===== src/rtl/if_fetch_pkg.sv =====
`default_nettype none
// ============================================================================
// Module : if_fetch_pkg
// Brief  : Shared IF-stage constants: reset PC, AdEL code, output reset values.
// Rev    : 1.0  initial release
// ============================================================================
package if_fetch_pkg;

  localparam logic [31:0] c_RESET_PC     = 32'hBFC0_0000;
  localparam logic [4:0]  c_EXC_ADEL     = 5'h04;
  localparam logic [31:0] c_INI_INSTRUCT = 32'h0000_0000;
  localparam logic [31:0] c_INI_VADDR    = 32'h0000_0000;
  localparam logic [4:0]  c_INI_EXCCODE  = 5'h00;

endpackage
`default_nettype wire


===== src/rtl/if_fetch.sv =====
`default_nettype none
// ============================================================================
// Module : if_fetch
// Brief  : Instruction fetch stage: one-outstanding SRAM-like fetch FSM with
//          a single-entry instruction buffer toward ID.
// Rev    : 1.0  initial release
// ============================================================================
module if_fetch
  import if_fetch_pkg::*;
(
  input  logic        clk,
  input  logic        rst,
  input  logic        id_allowin_in,
  input  logic [31:0] id_nextPC_in,
  input  logic        wb_ClrStpJmp_in,
  output logic        inst_req,
  output logic [31:0] inst_addr,
  input  logic        inst_addr_ok,
  input  logic        inst_data_ok,
  input  logic [31:0] inst_rdata,
  output logic        if_valid_out,
  output logic [31:0] if_PC_out,
  output logic [31:0] if_NPC_out,
  output logic [31:0] if_NNPC_out,
  output logic [31:0] if_Instruct_out,
  output logic [31:0] if_NPC_fast_wire,
  output logic        if_exception_out,
  output logic [4:0]  if_ExcCode_out,
  output logic [31:0] if_error_VAddr_out
);

  typedef enum logic [1:0] {
    ST_REQ    = 2'd0,
    ST_WAIT   = 2'd1,
    ST_HOLD   = 2'd2,
    ST_CANCEL = 2'd3
  } state_t;

  state_t      r_state;
  logic [31:0] r_pc;
  logic [31:0] r_inst;
  logic        r_exc;
  logic [4:0]  r_exccode;
  logic [31:0] r_vaddr;

  logic        w_flush;
  logic        w_misaligned;

  assign w_flush      = wb_ClrStpJmp_in;
  assign w_misaligned = (r_pc[1:0] != 2'b00);

  // Misaligned PCs never reach the bus; they become an AdEL in HOLD instead.
  assign inst_req  = (r_state == ST_REQ) && !w_misaligned;
  assign inst_addr = r_pc;

  assign if_valid_out       = (r_state == ST_HOLD) && !w_flush;
  assign if_PC_out          = r_pc;
  assign if_NPC_fast_wire   = r_pc + 32'd4;
  assign if_NPC_out         = if_NPC_fast_wire;
  assign if_NNPC_out        = r_pc + 32'd8;
  assign if_Instruct_out    = r_inst;
  assign if_exception_out   = r_exc & if_valid_out;
  assign if_ExcCode_out     = if_valid_out ? r_exccode : c_INI_EXCCODE;
  assign if_error_VAddr_out = if_valid_out ? r_vaddr   : c_INI_VADDR;

  always_ff @(posedge clk) begin
    if (rst) begin
      r_state   <= ST_REQ;
      r_pc      <= c_RESET_PC;
      r_inst    <= c_INI_INSTRUCT;
      r_exc     <= 1'b0;
      r_exccode <= c_INI_EXCCODE;
      r_vaddr   <= c_INI_VADDR;
    end else begin
      case (r_state)
        ST_REQ: begin
          if (w_flush) begin
            r_pc <= id_nextPC_in;
            // An accepted address still owes us one data beat to swallow.
            if (inst_req && inst_addr_ok) r_state <= ST_CANCEL;
          end else if (w_misaligned) begin
            r_exc     <= 1'b1;
            r_exccode <= c_EXC_ADEL;
            r_vaddr   <= r_pc;
            r_inst    <= c_INI_INSTRUCT;
            r_state   <= ST_HOLD;
          end else if (inst_addr_ok) begin
            r_state <= ST_WAIT;
          end
        end
        ST_WAIT: begin
          if (w_flush) begin
            r_pc    <= id_nextPC_in;
            r_state <= inst_data_ok ? ST_REQ : ST_CANCEL;
          end else if (inst_data_ok) begin
            r_inst  <= inst_rdata;
            r_state <= ST_HOLD;
          end
        end
        ST_HOLD: begin
          if (w_flush || id_allowin_in) begin
            r_pc      <= id_nextPC_in;
            r_inst    <= c_INI_INSTRUCT;
            r_exc     <= 1'b0;
            r_exccode <= c_INI_EXCCODE;
            r_vaddr   <= c_INI_VADDR;
            r_state   <= ST_REQ;
          end
        end
        ST_CANCEL: begin
          if (w_flush)      r_pc    <= id_nextPC_in;
          if (inst_data_ok) r_state <= ST_REQ;
        end
        default: r_state <= ST_REQ;
      endcase
    end
  end

endmodule
`default_nettype wire


===== config.mk =====
export PLATFORM = sky130hd
export DESIGN_NAME = if_fetch
export DESIGN_NICKNAME = d
export VERILOG_FILES = /design/src/rtl/if_fetch_pkg.sv /design/src/rtl/if_fetch.sv
export SDC_FILE = /design/constraint.sdc
export NUM_CORES = 1
export LEC_CHECK = 0
export CORE_ASPECT_RATIO = 1.1
export CORE_UTILIZATION = 41
export CTS_BUF_LIST = sky130_fd_sc_hd__clkbuf_8
export CTS_CLUSTER_SIZE = 12
export DETAILED_ROUTE_END_ITERATION = 10
export GPL_TIMING_DRIVEN = 0
export PLACE_DENSITY = 0.83
export SYNTH_ARGS = -nofsm -noshare
export SYNTH_HDL_FRONTEND = slang
export SYNTH_SLANG_ARGS = --single-unit
export TNS_END_PERCENT = 10

===== constraint.sdc =====
create_clock -name clk -period 3.17 [get_ports clk]
set_input_delay 0.634 -clock clk [delete_from_list [all_inputs] [get_ports clk]]
set_output_delay 0.634 -clock clk [all_outputs]
set_load 0.01 [all_outputs]

==> impl_metrics.ini <==
[global_route]
grt_pass1_wl_um = 30600
overflow = 0
grt_max_degree = 16
antenna_found_initial = 0
grt_use_total_pct = 27.4
grt_pass1_vias = 5877

[synthesis]
synth-main-ff-cell = dfxtp_1
syn_inst = 679
synth-edff-count = 0
synth.avg_cell_area_um2 = 8.40
yosysSeqAreaShare_pct = 34.8
async_reset_ff_share_pct = 0
yosys_warnings = 0
synth_area_mm2 = 0.00570
ys_ff_latch = 99
yosys.cell_types.count = 44

[critical_path]
cp_cell_sequence = buf_6, nand4_4, nor4_4, nand4_1, xnor2_2, buf_4, clkdlybuf4s50_1
cp_max_fo = 10
reg2reg_depth = 6
required_ns = 2.54
rrSetupSlack_ns = 1.31
crit_slowest_cell = clkdlybuf4s50_1
r2r_start = r_state[1]
path_class = flip-flop to output pin
r2r-end = if_PC_out[1]
end_kind = output pin
slowest_delay_ns = 0.51
worst-path-buf-inv = 3
path_delay_family = buffers and inverters
critPathLaunchType = flip-flop
cp.arrival_ns = 2.63

[clock_tree]
insertion_delay_ns = 0.38
cts_buffers = 9
htreeDepth = 3
cts_buffer_depth = 2
tritoncts = yes
cts-root-buf = clkbuf_8
cts_sinks = 99
clkTransAtPathRegs_ns = 0.09
cts_hold_buf = 0

[routing]
num_vias = 6045
post_drt_wl_per_cell_um = 17.2
final_antenna_net_count = 0
wl_um = 20500
first_pass_iters = 5
via_per_inst = 5.07
drc = 0
drt_iter0_drc = 326

[power_and_ir_drop]
finalPower_mw = 4.08
peakVddDrop_uv = 312
power_density_mw_per_mm2 = 422
leakagePower_nw = 4.13

[sta]
slew_headroom_pct = 60.6
tightest_slew_ns = 0.592
slew_violations = 0
finalCriticalPeriod_ns = 3.26
rsz0062_at_grt = true
finClkSkew_ns = 0.00917
fin_crit_sh_pct = 103
setup_violations = 9
whs_ns = 0.449
setup_tns_ns = -0.306
max_freq_mhz = 307
fin_ws_ns = -0.0926
finalHoldViolCount = 0

[finish]
area_growth_pct = 69.4
num-nets-final = 1075
post-route-cell-area_mm2 = 0.00966
instances_no_fill = 1192
fin_util_pct = 72.2
drive_gt1_share_pct = 22.7
final_common_cell = clkdlybuf4s50_1
layout_common_cells = clkdlybuf4s50_1, buf_4, nand2_1, dfxtp_1, nand3_1
diodes = 0

[place]
gp_congestion = 0.827
pre_cts_ws_ns = -0.245
dp.cells = 1163
place_hpwl_um = 15100
dpl_cell_area_mm2 = 0.00892
io_buffers = 297

[hold_path]
hold_path_class = flip-flop to flip-flop
worstHoldPathCells = 1
min_from = r_exccode[2]
min_to = r_exccode[2]

[floorplan]
die_h_um = 126
top_level_ports = 302
die_w_um = 114
rows = 44
coreArea_mm2 = 0.0134
dieArea_mm2 = 0.0144
initial_utilization_pct = 42.6

[job]
cap_violations = 0

[outcome]
status = finished, violations left
failed_checks = negative setup slack
report_power, final:
part | switching, mW | internal (mW) | total (mW)
combinational | 0.846 | 0.886 | 1.73
sequential | 0.115 | 1.36 | 1.48
clock | 0.444 | 0.427 | 0.871
total | 1.41 | 2.67 | 4.08
cell usage after synthesis, drive strengths merged (2+ instances only):
master  number  area (um^2)
nand4       19          168
o21ai       36          180
a21o         2         15.0
mux2i        2         20.0
and4         3         26.3
nand3       50          255
clkbuf      19         71.3
nor4         7          108
nor2        12         45.0
dfxtp       99         1980
xor2        18          158
a22o        32          280
nor3        15          101
nand2       83          312
nand3b       9         67.6
inv          8         30.0
xnor2       37          324
buf        115          816
ha           2         25.0
and3        36          225
or2          4         27.5
a21oi       26          134
a31oi        2         12.5
nand2b      35          219
how the worst max path moves through the flow:
stage,slack [ns],to,startpoint,cells after the start
2_1_floorplan,0.47,if_NPC_out[29],if_PC_out[4],7
3_3_place_gp,-0.22,if_NPC_out[29],if_PC_out[4],8
3_5_place_dp,-0.24,if_NPC_out[29],if_PC_out[4],8
4_1_cts,-0.15,if_NPC_out[19],if_PC_out[3],9
5_1_grt,-0.15,if_NPC_out[30],if_PC_out[17],7
6_report,-0.09,if_NPC_out[30],if_PC_out[17],7
logic make-up (layout without fill, tap and decap cells):
group / Yosys count / in the layout / share of synthesized area [%]
AOI/OAI and AO/OA: 101 / 101 / 11.8
adders and majority gates: 2 / 2 / 0.439
buffers and inverters: 142 / 468 / 16.1
DFF: 99 / 99 / 34.8
and+or+nand+nor: 277 / 277 / 28.0
muxes: 2 / 2 / 0.351
other: 1 / 4 / 0.0658
xor gates and xnor gates: 55 / 55 / 8.45
repair_timing:
item,CTS,global route
setup buffers,11,4
pin swaps,12,12
setup endpoints to repair,77,52
resized for setup,86,48
metal layers:
layer,vias up,part of all wire [%],global-route usage [%]
met3,49,9.0,7.60
met1,2832,36,29.0
met4,0,3.0,11.3
li1,2875,-,-
met2,289,52,50.4
met5,-,0,0
registers in the layout (all words and copies together) (netlist names):
name and count:
if_PC_out 32, r_state 2, r_vaddr 32, r_exccode 1
if_Instruct_out 32
cell type report:
class,instances,area [um^2]
clock inverters,4,47.5
fillers,968,3720
repair buffers,312,3100
well taps,184,230
inverters,8,33.8
flip-flops and latches,99,2010
plain buffers,132,971
multi-input cells,441,3090
clock buffers,12,165
Note: power is estimated with default switching activity, not from simulation.
